[config.mk]
export PLATFORM = sky130hd
export DESIGN_NAME = uart_pkt_transmitter_flat
export DESIGN_NICKNAME = d
export VERILOG_FILES = /design/src/rtl/uart_pkg.sv /design/src/rtl/uart_pkt_transmitter_if.sv /design/src/rtl/SingleTxUART.sv /design/src/rtl/uart_pkt_transmitter.sv /design/src/flat_wrapper.sv
export SDC_FILE = /design/constraint.sdc
export NUM_CORES = 1
export LEC_CHECK = 0
export CAP_MARGIN = 5
export CORE_ASPECT_RATIO = 0.9
export CORE_MARGIN = 2
export CORE_UTILIZATION = 28
export DETAILED_ROUTE_END_ITERATION = 8
export PLACE_DENSITY = 0.52
export SLEW_MARGIN = 10
export SYNTH_ARGS = -nofsm -noshare
export SYNTH_HDL_FRONTEND = slang
export SYNTH_SLANG_ARGS = --single-unit
[constraint.sdc]
create_clock -name clk -period 1.7 [get_ports clk]
set_input_delay 0.34 -clock clk [delete_from_list [all_inputs] [get_ports clk]]
set_output_delay 0.34 -clock clk [all_outputs]
set_load 0.01 [all_outputs]
[src/rtl/uart_pkg.sv]
// Shared UART definitions for the packet transmit and receive sides.
package uart_pkg;

    typedef enum logic [1:0] {
        PAR_NONE,
        PAR_EVEN,
        PAR_ODD
    } parity_e;

    typedef enum logic [2:0] {
        IDLE,
        SEND_CMD,
        SEND_LEN,
        FETCH,
        SEND_DATA,
        DONE
    } tx_state_e;

    // Address width for a buffer of the given depth, never below one bit.
    function automatic int clogb2(input int value);
        int r;
        r = 0;
        for (int i = 0; i < 31; i++) begin
            if ((1 << i) < value) r = i + 1;
        end
        return (r < 1) ? 1 : r;
    endfunction

    function automatic int bit_ticks(input int clock, input int baud);
        return clock / baud;
    endfunction

endpackage

[src/rtl/uart_pkt_transmitter_if.sv]
// Host side of the packet transmitter: request, status and payload buffer port.
interface uart_pkt_transmitter_if #(
    parameter int AW = 8
);
    logic          start;
    logic [7:0]    cmd_tx;
    logic [7:0]    len_tx;
    logic [7:0]    rd_data;
    logic [AW-1:0] rd_addr;
    logic          tx_busy;
    logic          tx_done;

    modport master (
        output start, cmd_tx, len_tx, rd_data,
        input  rd_addr, tx_busy, tx_done
    );

    modport slave (
        input  start, cmd_tx, len_tx, rd_data,
        output rd_addr, tx_busy, tx_done
    );
endinterface

[src/rtl/SingleTxUART.sv]
// Byte serialiser: start bit, 8 data bits, optional parity, one stop bit.
// done marks the last tick of the stop bit so the next byte follows gap-free.
module SingleTxUART
    import uart_pkg::*;
#(
    parameter int      BIT_TICKS = 434,
    parameter parity_e PAR       = PAR_NONE,
    parameter bit      MSB_FIRST = 1'b0
) (
    input  logic       clk,
    input  logic       reset,
    input  logic [7:0] tx_data,
    input  logic       send,
    output logic       txd,
    output logic       done,
    output logic       busy
);
    localparam int TW = clogb2(BIT_TICKS + 1);
    localparam int NB = (PAR == PAR_NONE) ? 10 : 11;
    localparam logic [TW-1:0] TICK_LAST = TW'(BIT_TICKS - 1);
    localparam logic [3:0]    BIT_LAST  = 4'(NB - 1);

    logic [TW-1:0] tick_q;
    logic [3:0]    bit_q;
    logic [9:0]    sh_q;
    logic          txd_q;
    logic          busy_q;
    logic [7:0]    ord;
    logic          par;
    logic [9:0]    frame;

    always_comb begin
        ord = tx_data;
        if (MSB_FIRST) begin
            for (int i = 0; i < 8; i++) ord[i] = tx_data[7-i];
        end
        par = (PAR == PAR_ODD) ? ~(^tx_data) : ^tx_data;
        // Everything after the start bit, shifted out LSB first; ones fill behind.
        frame = (PAR == PAR_NONE) ? {2'b11, ord} : {1'b1, par, ord};
    end

    assign done = busy_q && (bit_q == BIT_LAST) && (tick_q == TICK_LAST);

    always_ff @(posedge clk) begin
        if (reset) begin
            tick_q <= '0;
            bit_q  <= '0;
            sh_q   <= '1;
            txd_q  <= 1'b1;
            busy_q <= 1'b0;
        end else if (send && (!busy_q || done)) begin
            tick_q <= '0;
            bit_q  <= '0;
            sh_q   <= frame;
            txd_q  <= 1'b0;
            busy_q <= 1'b1;
        end else if (busy_q) begin
            if (tick_q == TICK_LAST) begin
                tick_q <= '0;
                if (bit_q == BIT_LAST) begin
                    bit_q  <= '0;
                    txd_q  <= 1'b1;
                    busy_q <= 1'b0;
                end else begin
                    bit_q <= bit_q + 4'd1;
                    txd_q <= sh_q[0];
                    sh_q  <= {1'b1, sh_q[9:1]};
                end
            end else begin
                tick_q <= tick_q + TW'(1);
            end
        end
    end

    assign txd  = txd_q;
    assign busy = busy_q;

endmodule

[src/rtl/uart_pkt_transmitter.sv]
// Packet transmitter: sends cmd, len, then len payload bytes from a sync buffer.
module uart_pkt_transmitter
    import uart_pkg::*;
#(
    parameter int    CLOCK     = 50_000_000,
    parameter int    BAUD      = 115_200,
    parameter string PARITY    = "NO",
    parameter string FIRST_BIT = "LSB",
    parameter int    NUMBER    = 256
) (
    input  logic clk,
    input  logic reset,
    uart_pkt_transmitter_if.slave bus,
    output logic rd_clock,
    output logic txd
);
    localparam int AW = clogb2(NUMBER);
    localparam int BT = bit_ticks(CLOCK, BAUD);
    localparam parity_e PAR = (PARITY == "EVEN") ? PAR_EVEN :
                              (PARITY == "ODD")  ? PAR_ODD  : PAR_NONE;
    localparam bit MSB_FIRST = (FIRST_BIT == "MSB");

    tx_state_e     state_q;
    logic [7:0]    len_q;
    logic [7:0]    idx_q;
    logic [7:0]    idx_n;
    logic [AW-1:0] rd_addr_q;
    logic          busy_q;
    logic          done_q;
    logic          accept;
    logic          ser_send;
    logic          ser_done;
    logic          ser_busy;
    logic [7:0]    ser_data;

    assign accept = bus.start && !busy_q && !ser_busy;
    assign idx_n  = idx_q + 8'd1;

    // The next byte is launched in the stop bit's last tick to keep the line gap-free.
    always_comb begin
        ser_send = 1'b0;
        ser_data = bus.cmd_tx;
        unique case (state_q)
            IDLE, DONE: ser_send = accept;
            SEND_CMD: begin
                ser_send = ser_done;
                ser_data = len_q;
            end
            SEND_LEN: begin
                ser_send = ser_done && (len_q != 8'd0);
                ser_data = bus.rd_data;
            end
            SEND_DATA: begin
                ser_send = ser_done && (idx_q != len_q);
                ser_data = bus.rd_data;
            end
            default: ;
        endcase
    end

    always_ff @(posedge clk) begin
        if (reset) begin
            state_q   <= IDLE;
            len_q     <= '0;
            idx_q     <= '0;
            rd_addr_q <= '0;
            busy_q    <= 1'b0;
            done_q    <= 1'b0;
        end else begin
            done_q <= 1'b0;
            unique case (state_q)
                IDLE, DONE: begin
                    state_q <= IDLE;
                    if (accept) begin
                        state_q   <= SEND_CMD;
                        len_q     <= bus.len_tx;
                        idx_q     <= '0;
                        rd_addr_q <= '0;
                        busy_q    <= 1'b1;
                    end
                end
                SEND_CMD: if (ser_done) state_q <= SEND_LEN;
                SEND_LEN: begin
                    if (ser_done) begin
                        if (len_q == 8'd0) begin
                            state_q <= DONE;
                            busy_q  <= 1'b0;
                            done_q  <= 1'b1;
                        end else begin
                            state_q <= FETCH;
                        end
                    end
                end
                // Address of the following byte goes out while this one is still on the line.
                FETCH: begin
                    idx_q     <= idx_n;
                    rd_addr_q <= AW'(int'(idx_n) % NUMBER);
                    state_q   <= SEND_DATA;
                end
                SEND_DATA: begin
                    if (ser_done) begin
                        if (idx_q != len_q) begin
                            state_q <= FETCH;
                        end else begin
                            state_q <= DONE;
                            busy_q  <= 1'b0;
                            done_q  <= 1'b1;
                        end
                    end
                end
                default: state_q <= IDLE;
            endcase
        end
    end

    SingleTxUART #(
        .BIT_TICKS(BT),
        .PAR      (PAR),
        .MSB_FIRST(MSB_FIRST)
    ) u_tx (
        .clk    (clk),
        .reset  (reset),
        .tx_data(ser_data),
        .send   (ser_send),
        .txd    (txd),
        .done   (ser_done),
        .busy   (ser_busy)
    );

    assign rd_clock    = clk;
    assign bus.rd_addr = rd_addr_q;
    assign bus.tx_busy = busy_q;
    assign bus.tx_done = done_q;

endmodule

[src/flat_wrapper.sv]
// flat-port wrapper written by rule: the top's interface ports become plain ports
module uart_pkt_transmitter_flat import uart_pkg::*;
#(
    parameter int    CLOCK     = 50_000_000,
    parameter int    BAUD      = 115_200,
    parameter string PARITY    = "  ",
    parameter string FIRST_BIT = "   ",
    parameter int    NUMBER    = 256
)
  (clk, reset, rd_clock, txd, bus_start, bus_cmd_tx, bus_len_tx, bus_rd_data, bus_rd_addr, bus_tx_busy, bus_tx_done);
  uart_pkt_transmitter_if #(.AW((clogb2((16))))) bus_i ();
  input  logic clk;
  input  logic reset;
  output logic rd_clock;
  output logic txd;
  input wire logic [$bits(bus_i.start)-1:0] bus_start;
  input wire logic [$bits(bus_i.cmd_tx)-1:0] bus_cmd_tx;
  input wire logic [$bits(bus_i.len_tx)-1:0] bus_len_tx;
  input wire logic [$bits(bus_i.rd_data)-1:0] bus_rd_data;
  output wire logic [$bits(bus_i.rd_addr)-1:0] bus_rd_addr;
  output wire logic [$bits(bus_i.tx_busy)-1:0] bus_tx_busy;
  output wire logic [$bits(bus_i.tx_done)-1:0] bus_tx_done;
  assign bus_i.start = bus_start;
  assign bus_i.cmd_tx = bus_cmd_tx;
  assign bus_i.len_tx = bus_len_tx;
  assign bus_i.rd_data = bus_rd_data;
  assign bus_rd_addr = bus_i.rd_addr;
  assign bus_tx_busy = bus_i.tx_busy;
  assign bus_tx_done = bus_i.tx_done;
  uart_pkt_transmitter #(.CLOCK(CLOCK), .BAUD(BAUD), .PARITY(PARITY), .FIRST_BIT(FIRST_BIT), .NUMBER(NUMBER)) u_core (.clk(clk), .reset(reset), .bus(bus_i), .rd_clock(rd_clock), .txd(txd));
endmodule
==> results of run 1 <==
[report_power, final]
| group | internal (mW) | total (mW) | switching [mW] | leakage (nW) |
|---|---|---|---|---|
| Combinational | 0.299 | 0.561 | 0.262 | 0.907 |
| Sequential | 1.08 | 1.12 | 0.0385 | 0.362 |
| Clock | 0.691 | 1.10 | 0.405 | 0.0913 |
[routing by layer]
metal | up-vias | GRT usage [%] | wire length, um
li1 | 1193 | - | -
met4 | 0 | 4.496 | 63
met5 | - | 0 | 0
met3 | 9 | 2.915 | 140
met2 | 27 | 22.29 | 2896
met1 | 1044 | 18.21 | 3096
[registers in the layout (all words and copies together) (netlist names)]
name / count
u_core.u_tx.busy: 1
u_core.u_tx.sh_q: 8
u_core.u_tx.tick_q: 9
u_core.u_tx.txd: 1
u_core.bus.tx_done: 1
u_core.state_q: 3
u_core.len_q: 8
u_core.u_tx.bit_q: 4
u_core.idx_q: 8
u_core.bus.tx_busy: 1
[worst max-delay path, stage by stage (launching register included)]
cell and delay [ps]:
dfxtp_2 330, inv_2 60, ha_4 110, and4b_2 290, nand4_4 90, or2_4 270
buf_6 120, a31oi_4 140, o22a_1 160, nor2_1 40
[worst paths after layout]
path,startpoint,endpoint,slack (ps),depth (start not counted)
max reg2reg,u_core.u_tx.tick_q[1],u_core.state_q[1],-10,9
min,bus_len_tx[7],u_core.len_q[7],490,3
max,u_core.u_tx.tick_q[1],u_core.state_q[1],-10,9
min reg2reg,u_core.idx_q[1],u_core.idx_q[1],510,2
[repair_timing]
| action | 4_1_cts | 5_1_grt |
|---|---|---|
| setup endpoints to repair | 33 | 24 |
| pin swaps | 14 | 6 |
| buffers inserted | 2 | 0 |
| hold buffers | 0 | 0 |
| gates resized for setup | 21 | 15 |
[cell usage in the layout, fill, tap and decap left out, types with 3 or more instances in the layout]
| master | Yosys | layout |
|---|---|---|
| clkbuf_8 | 0 | 10 |
| buf_12 | 0 | 4 |
| nand4_1 | 4 | 4 |
| clkdlybuf4s50_1 | 0 | 28 |
| a21oi_1 | 28 | 26 |
| and3_1 | 3 | 3 |
| a221o_1 | 7 | 7 |
| mux2i_1 | 8 | 8 |
| nand2_1 | 30 | 30 |
| dfxtp_1 | 44 | 35 |
| buf_4 | 10 | 51 |
| o21ai_0 | 8 | 7 |
| nor2_1 | 26 | 25 |
| inv_1 | 4 | 3 |
| xnor2_1 | 11 | 11 |
| dlygate4sd2_1 | 0 | 6 |
| nor3_1 | 12 | 11 |
| dfxtp_2 | 0 | 9 |
| nand3_1 | 12 | 11 |
| nor3b_1 | 3 | 3 |
| nor2b_1 | 7 | 7 |
| a211oi_1 | 8 | 7 |
| xor2_1 | 7 | 7 |
[cells by family (layout without fill, tap and decap cells)]
| logic type | after synthesis | after routing | share of synthesized area (%) |
|---|---|---|---|
| muxes | 11 | 11 | 4.762 |
| and+or+nand+nor | 121 | 121 | 27.10 |
| buffers and inverters | 25 | 107 | 6.230 |
| xor gates and xnor gates | 18 | 18 | 6.383 |
| adders and majority gates | 3 | 3 | 1.520 |
| DFF | 44 | 44 | 35.66 |
| AOI/OAI and AO/OA | 66 | 66 | 18.34 |
[metrics by stage]
stage,instance area (um2),setup TNS [ps]
6_report,3578,-13.96
5_1_grt,3578,-1176
4_1_cts,3515,-63.78
3_5_place_dp,3292,-5421
3_3_place_gp,3292,-4455
2_1_floorplan,2477,-14.41
[cell type report]
class | count | area [um2]
flip-flops and latches | 44 | 892.1
fillers | 885 | 4990
clock buffers | 11 | 146.4
repair buffers | 90 | 809.5
clock inverters | 1 | 30.03
well taps | 119 | 148.9
inverters | 5 | 20.02
multi-input cells | 219 | 1531
==> metrics.txt, run 1 <==
Leak Pwr 1.360 nW; post-DP HPWL 4704 um; Synth Area per Inst around 8.6 um2; hold slack slightly below 500 ps; pre-CTS setup slack -231.4 ps; port bufs 34; Mapped Cells about 290; full die area roughly 9600 um2; final setup vio count 1; overall die width 103 um; final max-slew violation count 0; Setup CP Type flop to flop; final core utilization 41.76%; final setup margin -13.96 ps; die height a little over 90 um; Hold WC Path Type input port to flop; fin nets 399; sequential area share after synthesis 35.66%; CP Max Fanout 4; drt initial violations 66; asr flop ratio synth 0%; CP Capture Type flop; Worst-Skew Late Latency roughly 400 ps; share of cells above drive strength 1 between 30% and 40%; final worst path period share 100.8%; ANT cells 0; Core ar. 8568 um2; worst vdd ir 449.3 uV; global-route wire length before repair 10410 um; Design Power between 2 and 3 mW; num rows 32; DP Cell Count 476; drt total wl 6197 um; # IOs 35; Post-synth EDFFs 0; Clock transition at path regs approximately 80 ps; register bit total from synthesis 44; max_slew headroom about three quarters; DR vias 2273; post-synth cell types 56; vias in the first global route 2333; Critical Path Start Type flop; Initial Util 28.83%; initial antenna violation count 0; Worst Max-Slew Pin Slew around 360 ps; cell area after synthesis 2470 um2; # DRC 0; Mapped Nets 318; vias per cell 4.648; Routed Antenna Nets 0; post-synth top area share 35.66%; outcome finished with violations; most common cell in the netlist dfxtp_1; Final Hold Viols 0; pwr dens 776.3 nW/um2; commonest cells in the netlist dfxtp_1 (44), nand2_1 (30), a21oi_1 (28), nor2_1 (26); minimum clock period ~1700 ps; Finished Layout Cells ~490; leading post-synthesis cells by cell area dfxtp_1 (36%), a21oi_1 (5.7%), nand2_1 (4.6%), nor2_1 (4.0%), xnor2_1 (3.9%); Overall Global Routing Usage 13.78%; RePlAce Congestion 0.8384; Layout area overhead 44.88%; Max-Cap Viols 0; Wirelength per Cell 12.67 um; failing checks negative setup slack; Critical Path RT about 2000 ps; grt ovf 0; drt first pass iters 4; clock skew 7.078 ps; Crit path arrival time 2010 ps; Syn. warnings 0; CTS tree built; RSZ-0062 raised after global routing yes; top_reg_cell synth dfxtp_1; Peak Freq between 500 and 600 MHz; pin count of the biggest net entering global routing 20; cell taking the most area after synthesis dfxtp_1
(Power assumes the default switching activity.)
==> inputs of run 2 (changes only) <==
Settings changed: SLEW_MARGIN 10 to unset.
==> results of run 2 <==
Same layout as run 1: the final DEF is identical, and so are final timing and power.
